### src/rtl/variable_state_updater_pkg.sv
// Shared definitions for the variable state updater: default sizes that
// track the solver header (NUMBER_OF_BOOLEAN_VARIABLES and friends) and the
// control state encoding.
package variable_state_updater_pkg;

    // Defaults mirrored from the solver header.
    localparam int NUMBER_OF_BOOLEAN_VARIABLES         = 2;
    localparam int NUMBER_OF_INTEGER_VARIABLES         = 3;
    localparam int BIT_WIDTH_OF_INTEGER_VARIABLE_INDEX = 8;

    localparam int DEF_NUM_BOOL = NUMBER_OF_BOOLEAN_VARIABLES;
    localparam int DEF_NUM_INT  = NUMBER_OF_INTEGER_VARIABLES;
    localparam int DEF_INDEX_W  = BIT_WIDTH_OF_INTEGER_VARIABLE_INDEX;
    localparam int DEF_INT_W    = 8;
    localparam int DEF_INT_LO   = -100;
    localparam int DEF_INT_HI   = 100;
    localparam int DEF_MAX_ITER = 1000;

    // Width of the iteration counter.
    localparam int COUNT_W = 16;

    typedef enum logic [2:0] {
        ST_IDLE          = 3'd0,
        ST_WAIT_VAR      = 3'd1,
        ST_PROPOSE       = 3'd2,
        ST_WAIT_DECISION = 3'd3,
        ST_DONE          = 3'd4
    } state_t;

endpackage

### src/rtl/variable_state_updater_if.sv
// Handshake bundle between chooser, updater and evaluator. The slave modport
// is the updater's view; master is the surrounding pipeline's view.
interface variable_state_updater_if
    import variable_state_updater_pkg::*;
#(
    parameter int NUM_BOOL = DEF_NUM_BOOL,
    parameter int NUM_INT  = DEF_NUM_INT,
    parameter int INDEX_W  = DEF_INDEX_W,
    parameter int INT_W    = DEF_INT_W
);
    logic                        in_start;
    logic                        in_var_valid;
    logic                        in_boolean_or_integer;
    logic [INDEX_W-1:0]          in_choosen_index;
    logic signed [INT_W-1:0]     in_step;
    logic                        out_var_ready;
    logic                        out_proposal_valid;
    logic                        in_proposal_ready;
    logic                        out_proposal_is_boolean;
    logic [INDEX_W-1:0]          out_proposal_index;
    logic [INT_W-1:0]            out_proposal_old_value;
    logic [INT_W-1:0]            out_proposal_new_value;
    logic                        in_decision_valid;
    logic                        in_accept;
    logic [NUM_BOOL-1:0]         out_boolean_values;
    logic [NUM_INT*INT_W-1:0]    out_integer_values;
    logic [COUNT_W-1:0]          out_iteration_count;
    logic                        out_done;

    modport master (
        output in_start, in_var_valid, in_boolean_or_integer, in_choosen_index,
               in_step, in_proposal_ready, in_decision_valid, in_accept,
        input  out_var_ready, out_proposal_valid, out_proposal_is_boolean,
               out_proposal_index, out_proposal_old_value, out_proposal_new_value,
               out_boolean_values, out_integer_values, out_iteration_count, out_done
    );

    modport slave (
        input  in_start, in_var_valid, in_boolean_or_integer, in_choosen_index,
               in_step, in_proposal_ready, in_decision_valid, in_accept,
        output out_var_ready, out_proposal_valid, out_proposal_is_boolean,
               out_proposal_index, out_proposal_old_value, out_proposal_new_value,
               out_boolean_values, out_integer_values, out_iteration_count, out_done
    );

endinterface

### src/rtl/variable_state_updater_saturating_adder.sv
// Signed add of two INT_W operands, clamped to [INT_LO, INT_HI]. The sum is
// formed one bit wider so it can never wrap before the clamp.
module saturating_adder #(
    parameter int INT_W  = 8,
    parameter int INT_LO = -100,
    parameter int INT_HI = 100
) (
    input  logic signed [INT_W-1:0] a,
    input  logic signed [INT_W-1:0] b,
    output logic signed [INT_W-1:0] sum
);
    localparam logic signed [INT_W:0] LO_EXT = (INT_W+1)'(INT_LO);
    localparam logic signed [INT_W:0] HI_EXT = (INT_W+1)'(INT_HI);

    logic signed [INT_W:0] wide;

    // Widen, add, then clamp to the legal variable range.
    always_comb begin
        wide = {a[INT_W-1], a} + {b[INT_W-1], b};
        if (wide > HI_EXT) begin
            sum = HI_EXT[INT_W-1:0];
        end else if (wide < LO_EXT) begin
            sum = LO_EXT[INT_W-1:0];
        end else begin
            sum = wide[INT_W-1:0];
        end
    end

endmodule

### src/rtl/variable_state_updater.sv
// Holds the current boolean/integer assignment, turns each chosen variable
// into a flip or saturated-step proposal, and commits it on an accept
// decision. Counts decisions and stops after MAX_ITER of them.
module variable_state_updater
    import variable_state_updater_pkg::*;
#(
    parameter int NUM_BOOL = DEF_NUM_BOOL,
    parameter int NUM_INT  = DEF_NUM_INT,
    parameter int INDEX_W  = DEF_INDEX_W,
    parameter int INT_W    = DEF_INT_W,
    parameter int INT_LO   = DEF_INT_LO,
    parameter int INT_HI   = DEF_INT_HI,
    parameter int MAX_ITER = DEF_MAX_ITER
) (
    input  logic                   in_clock,
    input  logic                   in_reset,
    variable_state_updater_if.slave bus
);
    localparam logic [COUNT_W-1:0] MAX_COUNT   = COUNT_W'(MAX_ITER);
    localparam logic [INDEX_W-1:0] NUM_BOOL_IX = INDEX_W'(NUM_BOOL);
    localparam logic [INDEX_W-1:0] NUM_INT_IX  = INDEX_W'(NUM_INT);

    state_t                  state_reg;
    state_t                  state_next;
    logic [COUNT_W-1:0]      count_reg;
    logic                    prop_is_bool_reg;
    logic [INDEX_W-1:0]      prop_index_reg;
    logic [INT_W-1:0]        prop_old_reg;
    logic [INT_W-1:0]        prop_new_reg;

    logic [NUM_BOOL-1:0]     bool_values;
    logic signed [INT_W-1:0] int_values [NUM_INT];

    logic                    start_fire;
    logic                    capture_fire;
    logic                    index_ok;
    logic                    capture_ok;
    logic                    decision_fire;
    logic                    commit_fire;
    logic                    last_iter;
    logic                    bool_sel;
    logic signed [INT_W-1:0] int_sel;
    logic signed [INT_W-1:0] int_sum;
    logic [INT_W-1:0]        cand_old;
    logic [INT_W-1:0]        cand_new;

    assign start_fire    = ((state_reg == ST_IDLE) || (state_reg == ST_DONE)) && bus.in_start;
    assign capture_fire  = (state_reg == ST_WAIT_VAR) && bus.in_var_valid;
    assign index_ok      = bus.in_boolean_or_integer ? (bus.in_choosen_index < NUM_BOOL_IX)
                                                     : (bus.in_choosen_index < NUM_INT_IX);
    assign capture_ok    = capture_fire && index_ok;
    assign decision_fire = (state_reg == ST_WAIT_DECISION) && bus.in_decision_valid;
    assign commit_fire   = decision_fire && bus.in_accept;
    assign last_iter     = (count_reg + COUNT_W'(1)) == MAX_COUNT;

    // Look up the current value of the chosen variable; out-of-range indices read 0.
    always_comb begin
        bool_sel = 1'b0;
        int_sel  = '0;
        for (int k = 0; k < NUM_BOOL; k++) begin
            if (bus.in_choosen_index == INDEX_W'(k)) begin
                bool_sel = bool_values[k];
            end
        end
        for (int k = 0; k < NUM_INT; k++) begin
            if (bus.in_choosen_index == INDEX_W'(k)) begin
                int_sel = int_values[k];
            end
        end
    end

    saturating_adder #(
        .INT_W  (INT_W),
        .INT_LO (INT_LO),
        .INT_HI (INT_HI)
    ) u_saturating_adder (
        .a   (int_sel),
        .b   (bus.in_step),
        .sum (int_sum)
    );

    // Candidate proposal: booleans flip and are zero-extended, integers step.
    always_comb begin
        cand_old = int_sel;
        cand_new = int_sum;
        if (bus.in_boolean_or_integer) begin
            cand_old = {{(INT_W-1){1'b0}}, bool_sel};
            cand_new = {{(INT_W-1){1'b0}}, ~bool_sel};
        end
    end

    // Control state register.
    always_ff @(posedge in_clock or negedge in_reset) begin
        if (!in_reset) begin
            state_reg <= ST_IDLE;
        end else begin
            state_reg <= state_next;
        end
    end

    // Next-state logic; strobes arriving in the wrong state fall through unchanged.
    always_comb begin
        state_next = state_reg;
        case (state_reg)
            ST_IDLE:          if (start_fire) state_next = ST_WAIT_VAR;
            ST_WAIT_VAR:      if (capture_ok) state_next = ST_PROPOSE;
            ST_PROPOSE:       if (bus.in_proposal_ready) state_next = ST_WAIT_DECISION;
            ST_WAIT_DECISION: if (decision_fire) state_next = last_iter ? ST_DONE : ST_WAIT_VAR;
            ST_DONE:          if (start_fire) state_next = ST_WAIT_VAR;
            default:          state_next = ST_IDLE;
        endcase
    end

    // Decision counter: cleared on each run start, bumped on every decision.
    always_ff @(posedge in_clock or negedge in_reset) begin
        if (!in_reset) begin
            count_reg <= '0;
        end else if (start_fire) begin
            count_reg <= '0;
        end else if (decision_fire) begin
            count_reg <= count_reg + COUNT_W'(1);
        end
    end

    // Latch the proposal at capture and hold it until the next capture.
    always_ff @(posedge in_clock or negedge in_reset) begin
        if (!in_reset) begin
            prop_is_bool_reg <= 1'b0;
            prop_index_reg   <= '0;
            prop_old_reg     <= '0;
            prop_new_reg     <= '0;
        end else if (capture_ok) begin
            prop_is_bool_reg <= bus.in_boolean_or_integer;
            prop_index_reg   <= bus.in_choosen_index;
            prop_old_reg     <= cand_old;
            prop_new_reg     <= cand_new;
        end
    end

    // One storage register per boolean variable, written only on a matching commit.
    for (genvar gi = 0; gi < NUM_BOOL; gi++) begin : g_bool
        logic value_reg;

        // Commit the flipped bit when the accepted proposal targets this variable.
        always_ff @(posedge in_clock or negedge in_reset) begin
            if (!in_reset) begin
                value_reg <= 1'b0;
            end else if (commit_fire && prop_is_bool_reg && (prop_index_reg == INDEX_W'(gi))) begin
                value_reg <= prop_new_reg[0];
            end
        end

        assign bool_values[gi] = value_reg;
    end

    // One storage register per integer variable, written only on a matching commit.
    for (genvar gi = 0; gi < NUM_INT; gi++) begin : g_int
        logic signed [INT_W-1:0] value_reg;

        // Commit the stepped value when the accepted proposal targets this variable.
        always_ff @(posedge in_clock or negedge in_reset) begin
            if (!in_reset) begin
                value_reg <= '0;
            end else if (commit_fire && !prop_is_bool_reg && (prop_index_reg == INDEX_W'(gi))) begin
                value_reg <= prop_new_reg;
            end
        end

        assign int_values[gi] = value_reg;
        assign bus.out_integer_values[gi*INT_W +: INT_W] = value_reg;
    end

    assign bus.out_var_ready           = (state_reg == ST_WAIT_VAR);
    assign bus.out_proposal_valid      = (state_reg == ST_PROPOSE);
    assign bus.out_done                = (state_reg == ST_DONE);
    assign bus.out_proposal_is_boolean = prop_is_bool_reg;
    assign bus.out_proposal_index      = prop_index_reg;
    assign bus.out_proposal_old_value  = prop_old_reg;
    assign bus.out_proposal_new_value  = prop_new_reg;
    assign bus.out_boolean_values      = bool_values;
    assign bus.out_iteration_count     = count_reg;

endmodule

### src/flat_wrapper.sv
// flat-port wrapper written by rule: the top's interface ports become plain ports
module variable_state_updater_flat import variable_state_updater_pkg::*;
#(
    parameter int NUM_BOOL = DEF_NUM_BOOL,
    parameter int NUM_INT  = DEF_NUM_INT,
    parameter int INDEX_W  = DEF_INDEX_W,
    parameter int INT_W    = DEF_INT_W,
    parameter int INT_LO   = DEF_INT_LO,
    parameter int INT_HI   = DEF_INT_HI,
    parameter int MAX_ITER = DEF_MAX_ITER
)
  (in_clock, in_reset, bus_in_start, bus_in_var_valid, bus_in_boolean_or_integer, bus_in_choosen_index, bus_in_step, bus_in_proposal_ready, bus_in_decision_valid, bus_in_accept, bus_out_var_ready, bus_out_proposal_valid, bus_out_proposal_is_boolean, bus_out_proposal_index, bus_out_proposal_old_value, bus_out_proposal_new_value, bus_out_boolean_values, bus_out_integer_values, bus_out_iteration_count, bus_out_done);
  variable_state_updater_if #(.NUM_BOOL(NUM_BOOL), .NUM_INT(NUM_INT), .INDEX_W(INDEX_W), .INT_W(INT_W)) bus_i ();
  input  logic in_clock;
  input  logic in_reset;
  input wire logic [$bits(bus_i.in_start)-1:0] bus_in_start;
  input wire logic [$bits(bus_i.in_var_valid)-1:0] bus_in_var_valid;
  input wire logic [$bits(bus_i.in_boolean_or_integer)-1:0] bus_in_boolean_or_integer;
  input wire logic [$bits(bus_i.in_choosen_index)-1:0] bus_in_choosen_index;
  input wire logic [$bits(bus_i.in_step)-1:0] bus_in_step;
  input wire logic [$bits(bus_i.in_proposal_ready)-1:0] bus_in_proposal_ready;
  input wire logic [$bits(bus_i.in_decision_valid)-1:0] bus_in_decision_valid;
  input wire logic [$bits(bus_i.in_accept)-1:0] bus_in_accept;
  output wire logic [$bits(bus_i.out_var_ready)-1:0] bus_out_var_ready;
  output wire logic [$bits(bus_i.out_proposal_valid)-1:0] bus_out_proposal_valid;
  output wire logic [$bits(bus_i.out_proposal_is_boolean)-1:0] bus_out_proposal_is_boolean;
  output wire logic [$bits(bus_i.out_proposal_index)-1:0] bus_out_proposal_index;
  output wire logic [$bits(bus_i.out_proposal_old_value)-1:0] bus_out_proposal_old_value;
  output wire logic [$bits(bus_i.out_proposal_new_value)-1:0] bus_out_proposal_new_value;
  output wire logic [$bits(bus_i.out_boolean_values)-1:0] bus_out_boolean_values;
  output wire logic [$bits(bus_i.out_integer_values)-1:0] bus_out_integer_values;
  output wire logic [$bits(bus_i.out_iteration_count)-1:0] bus_out_iteration_count;
  output wire logic [$bits(bus_i.out_done)-1:0] bus_out_done;
  assign bus_i.in_start = bus_in_start;
  assign bus_i.in_var_valid = bus_in_var_valid;
  assign bus_i.in_boolean_or_integer = bus_in_boolean_or_integer;
  assign bus_i.in_choosen_index = bus_in_choosen_index;
  assign bus_i.in_step = bus_in_step;
  assign bus_i.in_proposal_ready = bus_in_proposal_ready;
  assign bus_i.in_decision_valid = bus_in_decision_valid;
  assign bus_i.in_accept = bus_in_accept;
  assign bus_out_var_ready = bus_i.out_var_ready;
  assign bus_out_proposal_valid = bus_i.out_proposal_valid;
  assign bus_out_proposal_is_boolean = bus_i.out_proposal_is_boolean;
  assign bus_out_proposal_index = bus_i.out_proposal_index;
  assign bus_out_proposal_old_value = bus_i.out_proposal_old_value;
  assign bus_out_proposal_new_value = bus_i.out_proposal_new_value;
  assign bus_out_boolean_values = bus_i.out_boolean_values;
  assign bus_out_integer_values = bus_i.out_integer_values;
  assign bus_out_iteration_count = bus_i.out_iteration_count;
  assign bus_out_done = bus_i.out_done;
  variable_state_updater #(.NUM_BOOL(NUM_BOOL), .NUM_INT(NUM_INT), .INDEX_W(INDEX_W), .INT_W(INT_W), .INT_LO(INT_LO), .INT_HI(INT_HI), .MAX_ITER(MAX_ITER)) u_core (.in_clock(in_clock), .in_reset(in_reset), .bus(bus_i));
endmodule
### config.mk
export PLATFORM = sky130hd
export DESIGN_NAME = variable_state_updater_flat
export DESIGN_NICKNAME = d
export VERILOG_FILES = /design/src/rtl/variable_state_updater_pkg.sv /design/src/rtl/variable_state_updater_if.sv /design/src/rtl/variable_state_updater_saturating_adder.sv /design/src/rtl/variable_state_updater.sv /design/src/flat_wrapper.sv
export SDC_FILE = /design/constraint.sdc
export NUM_CORES = 1
export LEC_CHECK = 0
export ABC_CLOCK_PERIOD_IN_PS = 2700
export BUFFER_PORTS_ARGS = -buffer_cell sky130_fd_sc_hd__buf_4
export CAP_MARGIN = 30
export CELL_PAD_IN_SITES_DETAIL_PLACEMENT = 1
export CELL_PAD_IN_SITES_GLOBAL_PLACEMENT = 1
export CORE_MARGIN = 2
export CORE_UTILIZATION = 37
export CTS_CLUSTER_DIAMETER = 150
export DETAILED_ROUTE_END_ITERATION = 16
export PLACE_DENSITY = 0.73
export SLEW_MARGIN = 30
export SYNTH_ARGS = -nofsm -noshare
export SYNTH_HDL_FRONTEND = slang
export SYNTH_HIERARCHICAL = 1
export SYNTH_SLANG_ARGS = --single-unit
### constraint.sdc
create_clock -name in_clock -period 2.7 [get_ports in_clock]
set_clock_uncertainty 0.05 [all_clocks]
set_input_delay 0.54 -clock in_clock [delete_from_list [all_inputs] [get_ports in_clock]]
set_output_delay 0.54 -clock in_clock [all_outputs]
set_load 0.05 [all_outputs]
**Yosys cells after proc, flatten, opt, wreduce, memory -nomap -nowiden**

Cells that the tools add are included.

- Register bits: 70
- Output and inout bits: 70

- $add $sub $neg: 2
- Order comparisons: 4
- Eq/ne operators: 13
- Mux-type cells: 18
- Bitwise gates (word level): 1
- Reduce and logical (&&, ||, !) cells: 20

Operators with widths:

| kind | number |
|---|---|
| two-way mux 8 bit | 7 |
| two-way mux 16 bit | 2 |
| adder 16 x 1 -> 16 bit (second input constant) | 1 |
| == test 16 x 10 -> 1 bit (second input constant) | 1 |
| == test 8 x 1 -> 1 bit (second input constant) | 2 |
| == test 8 x 2 -> 1 bit (second input constant) | 2 |
| zero test 8 bit | 2 |
| < comparator 8 x 2 -> 1 bit (second input constant) | 2 |
| two-way mux 3 bit | 5 |
| logical AND 1 bit | 12 |
| one-hot mux 3 bit (4 select lines) | 1 |
| adder 8 x 8 -> 9 bit | 1 |
| greater-than comparator 9 x 8 -> 1 bit (second input constant) | 1 |
| < comparator 9 x 8 -> 1 bit (second input constant) | 1 |
| == test 3 x 2 -> 1 bit (second input constant) | 2 |
| inequality test 2 x 1 -> 1 bit (second input constant) | 3 |
| AND reduction 4 bit | 1 |
| == test 3 x 1 -> 1 bit (second input constant) | 1 |
| == test 3 bit (second input constant) | 1 |
| zero test 3 bit | 1 |
| two-way mux 1 bit | 3 |
| inequality test 2 bit (second input constant) | 1 |
| nonzero test 2 bit | 1 |
| OR reduction 2 bit | 1 |
| other kinds (3) | 3 |

**Depth between registers and ports, before layout**

- Word-level depth: 9
- Depth in mapped cells: 16
- Depth with buffers taken out: 14

**Modules after synthesis**

Netlist, hierarchy kept.

Modules (own cells, without submodules):

| module | instances | cells an instance | area an instance (µm²) | seq. area each (µm²) |
|---|---|---|---|---|
| variable_state_updater | 1 | 339 | 3417.0 | 1751.7 |
| saturating_adder | 1 | 84 | 658.1 | 0.0 |

**Worst setup path after synthesis**

OpenSTA, ideal clock, no wires.

- Path type: input -> register
- Start point: input bus_in_choosen_index[1]
- End point: register u_core.prop_new_reg[2], in the netlist u_core/bus.out_proposal_new_value[2]
- Data arrival time: 3357 ps
- Slack: -840 ps
- Stages: 13
- Buffers on the path: 1
- Cell sequence: clkbuf_1 > mux2i_1 > nor2_1 > a21oi_1 > nor2_1 > ha_1 > fa_1 > xnor2_1 > or4_4 > nor3b_1 > o32a_1 > nand2b_1 > o21ai_0

- Longest elaborated chain between the ends: 9

Ends and longest elaborated chain:

| item | line | RTL |
|---|---|---|
| start, declared | flat_wrapper.sv:19 | `input wire logic [$bits(bus_i.in_choosen_index)-1:0] bus_in_choosen_index;` |
| zero test 8 bit | variable_state_updater.sv:66 | `if (bus.in_choosen_index == INDEX_W'(k)) begin` |
| two-way mux 8 bit (2 in a row) | variable_state_updater.sv:66 |  |
| two-way mux 8 bit * | variable_state_updater.sv:66 |  |
| net u_core.int_sel[0] | variable_state_updater.sv:42 | `logic signed [INT_W-1:0] int_sel;` |
| adder 8 x 8 -> 9 bit * | variable_state_updater_saturating_adder.sv:19 | `wide = {a[INT_W-1], a} + {b[INT_W-1], b};` |
| < comparator 9 x 8 -> 1 bit | variable_state_updater_saturating_adder.sv:22 | `end else if (wide < LO_EXT) begin` |
| two-way mux 8 bit | variable_state_updater_saturating_adder.sv:22 |  |
| two-way mux 8 bit * | variable_state_updater_saturating_adder.sv:20 | `if (wide > HI_EXT) begin` |
| net u_core.int_sum[2] | variable_state_updater.sv:43 | `logic signed [INT_W-1:0] int_sum;` |
| two-way mux 8 bit * | variable_state_updater.sv:86 | `if (bus.in_boolean_or_integer) begin` |
| end signal, assigned | variable_state_updater.sv:136 | `prop_new_reg <= cand_new;` |
| end, declared | variable_state_updater.sv:29 | `logic [INT_W-1:0] prop_new_reg;` |

Mark *: on every way through the listed nets, which the timed path passes. The rest lies on a longest branch.
A chain may end at the register's enable or synchronous reset.

**Worst setup path in the final report**

- Start point: register u_core.g_int[2].value_reg[0]
- End point: register u_core.prop_new_reg[2], in the netlist u_core/bus.out_proposal_new_value[2]

- Longest elaborated chain between the ends: 6

Ends and longest elaborated chain:

| item | line | RTL |
|---|---|---|
| start, declared | variable_state_updater.sv:158 | `logic signed [INT_W-1:0] value_reg;` |
| start signal, assigned | variable_state_updater.sv:165 | `value_reg <= prop_new_reg;` |
| two-way mux 8 bit * | variable_state_updater.sv:66 |  |
| net u_core.int_sel[0] | variable_state_updater.sv:42 |  |
| adder 8 x 8 -> 9 bit * | variable_state_updater_saturating_adder.sv:19 |  |
| < comparator 9 x 8 -> 1 bit | variable_state_updater_saturating_adder.sv:22 |  |
| two-way mux 8 bit | variable_state_updater_saturating_adder.sv:22 |  |
| two-way mux 8 bit * | variable_state_updater_saturating_adder.sv:20 |  |
| net u_core.int_sum[2] | variable_state_updater.sv:43 |  |
| two-way mux 8 bit * | variable_state_updater.sv:86 |  |

Marked as above.

==> flow_summary.json <==
{
  "report.final.slew_viol_count": 0,
  "combPwrFrac": 0.169,
  "critPathKind": "reg2reg",
  "grt_first_pass_wirelength_um": 21200,
  "synth_edf_count": 0,
  "clk_latency_ns": 0.36,
  "synth_top_family_by_area": "simple AND/OR/NAND/NOR gates",
  "path_buf_inv": 1,
  "power_switching_share": 0.286,
  "ys_types": 61,
  "fmax_mhz": 341,
  "finalNetCount": 612,
  "place_area_mm2": 0.00541,
  "power.internal_mw": 1.81,
  "path_delay_family": "simple AND/OR/NAND/NOR gates",
  "grt_overflow": 0,
  "largest_register_ffs": 24,
  "finalHoldViolCount": 0,
  "powerDensity_mw_per_mm2": 431,
  "path_depth": 13,
  "die_height_um": 109,
  "die-area_mm2": 0.0119,
  "synthXorXnorAreaFrac": 0.0236,
  "core_mm2": 0.0108,
  "pwr-share-clk": 0.390,
  "grtUsageTotal": 0.232,
  "syn_inst": 423,
  "arrival_ns": 3.11,
  "syn_nets": 457,
  "hp-class": "in2async",
  "p_sw_mw": 0.724,
  "via_per_inst": 5.42,
  "fillerInstances": 1206,
  "fin_crit_sh": 1.09,
  "synthFlopType": "dfrtp_1",
  "relSlewSlack": 0.551,
  "drive_above_1_share": 0.443,
  "grt_setup_unrepaired": "true",
  "end_kind": "flip-flop",
  "synth-seq-cells": 70,
  "synth_mux_area_frac": 0.0998,
  "io_buffers": 93,
  "multi_input_area_mm2": 0.00239,
  "gp_congestion": 0.829,
  "drt_iter0_markers": 131,
  "synth-compound-area-share": 0.166,
  "crit_path_max_incr_delay_ns": 0.54,
  "cts_max_path_buffers": 2,
  "rr_startpoint": "u_core/g_int[2].value_reg[0]",
  "violations": "setup timing",
  "pwr-share-seq": 0.442,
  "crit_required_ns": 2.88,
  "dp_hpwl_um": 9650,
  "r2r-end": "u_core/bus.out_proposal_new_value[2]",
  "synthSimpleGateAreaFrac": 0.208,
  "tightest_slew_ns": 0.673,
  "setup_viol": 8,
  "cts_buffers": 9,
  "design_area_mm2": 0.00587,
  "area_growth_pct": 44.1,
  "wl_met3_um": 445,
  "yosys_warnings": 6,
  "worst_slack_ns": -0.234,
  "avgSynthCellArea_um2": 9.63,
  "power.total_mw": 2.53,
  "grt_antenna_before_repair": 0,
  "wl_per_cell_um": 18.5,
  "drtPass1Iterations": 4,
  "peakVddDrop_mv": 0.278,
  "drc": 0,
  "r2r_cells": 13,
  "status": "complete, but fails checks",
  "maxCapViolations": 0,
  "async_reset_ff_frac": 1.00,
  "r2r_setup_slack_ns": -0.23,
  "path_max_fanout": 3,
  "critical_path.cell_chain": "mux2i_1, nor2_1, a21oi_2, nor2_1, ha_2, buf_6, a211oi_4, nor2_2, or4_4, nor3b_4, o32a_1, nand2b_1, o21ai_1",
  "cts_tree": "yes",
  "via_count": 3915,
  "crit_top_cell": "nor2_1",
  "netlist_area_mm2": 0.00408,
  "worstSetupStartpointType": "flip-flop",
  "cts-root-buf": "clkbuf_8",
  "cellLeakagePower_nw": 2.88,
  "top_layer": "met4",
  "grt_pass1_vias": 4069,
  "drt-met1-wl_um": 6140,
  "cp_slowest_cell": "or4_4",
  "num_antenna_cells": 0,
  "synth_fa_ha_area_frac": 0.0350,
  "ys_seq_area_frac": 0.430,
  "setup-tns-final_ns": -1.46,
  "num_rows": 38,
  "path_clk_slew_ns": 0.08,
  "ios": 94,
  "drtAntennaViolNets": 0,
  "h-tree-depth": 3,
  "drt_wl_total_um": 13300,
  "seq_area_mm2": 0.00175,
  "floorplan.initialDensity": 0.378,
  "finalCriticalPeriod_ns": 2.93,
  "cts_sinks": 70,
  "grt_max_degree": 71,
  "die_w_um": 109,
  "met2_length_um": 6600
}
kinds of logic after synthesis:
logic type / Yosys count
flip-flops: 70
XOR/XNOR: 11
buffers and inverters: 30
adder cells (fa/ha/maj): 11
AND/OR/NAND/NOR: 161
AO/OA/AOI/OAI: 103
multiplexers: 37
routing by layer:
metal	up-vias	GRT usage
met1	1975	0.309
met3	10	0.0365
met2	79	0.388
met4	0	0.0696
li1	1851	-
met5	-	0
stage by stage:
step | instances | hold slack (ns) | worst slack (ns) | utilization
3_3_place_gp | 701 | 0.418 | -0.738 | 0.502
4_1_cts | 719 | 0.297 | -0.232 | 0.537
5_1_grt | 722 | 0.173 | -0.380 | 0.544
3_5_place_dp | 701 | 0.418 | -0.899 | 0.502
2_1_floorplan | 423 | 0.194 | -0.406 | -
6_report | 722 | 0.118 | -0.234 | 0.544
repair_timing:
item                                   in CTS  in global routing
setup endpoints to repair                   8                  8
hold buffers                                0                  0
pin swaps                                  20                  7
resized for setup                          31                 11
setup buffers                               3                  3
endpoints found under the hold margin       0                  0
final cells by class:
class	instances	share of cell area
repair buffers	167	0.222
multi-input cells	323	0.407
inverters	7	0.00490
flip-flops and latches	70	0.298
well taps	140	0.0298
clock buffers	12	0.0264
clock inverters	3	0.0115
cells in the mapped netlist (9+ instances only):
| master | n | area share |
|---|---|---|
| nor2_1 | 48 | 0.044 |
| nand3_1 | 11 | 0.014 |
| nor4_1 | 9 | 0.014 |
| ha_1 | 9 | 0.028 |
| dfrtp_1 | 70 | 0.43 |
| nand2b_1 | 9 | 0.014 |
| nand2_1 | 32 | 0.029 |
| a21o_1 | 11 | 0.020 |
| mux2_2 | 29 | 0.080 |
| nand4_1 | 10 | 0.015 |
| clkbuf_1 | 13 | 0.012 |
| a21oi_1 | 21 | 0.026 |
| and2_1 | 9 | 0.014 |
| o21ai_0 | 38 | 0.047 |
worst max-delay path by stage:
stage                                      start                                   end
finish              u_core/g_int[2].value_reg[0]  u_core/bus.out_proposal_new_value[2]
global route        u_core/g_int[2].value_reg[0]  u_core/bus.out_proposal_new_value[3]
CTS                 u_core/g_int[2].value_reg[0]  u_core/bus.out_proposal_new_value[2]
detailed placement       bus_in_choosen_index[1]  u_core/bus.out_proposal_new_value[1]
global placement         bus_in_choosen_index[1]  u_core/bus.out_proposal_new_value[2]
floorplan                bus_in_choosen_index[1]  u_core/bus.out_proposal_new_value[2]
power by group through the flow:
| stage | combinational (mW) | sequential, mW | clock [mW] |
|---|---|---|---|
| floorplan | 0.157 | 1.20 | 0 |
| global placement | 0.389 | 1.14 | 0 |
| detailed placement | 0.399 | 1.14 | 0 |
| CTS | 0.420 | 1.12 | 1.01 |
| global route | 0.458 | 1.12 | 1.06 |
| finish | 0.427 | 1.12 | 0.986 |
cells in the final DEF, fill, tap and decap left out, types with 10 or more instances in the layout:
master / netlist / final
a21o_1: 11 / 11
a21oi_1: 21 / 13
buf_4: 2 / 157
clkbuf_8: 0 / 11
dfrtp_1: 70 / 70
mux2_2: 29 / 29
nand2_1: 32 / 30
nand3_1: 11 / 10
nand4_1: 10 / 10
nor2_1: 48 / 46
o21ai_0: 38 / 29
Note: power is estimated with default switching activity, not from simulation.
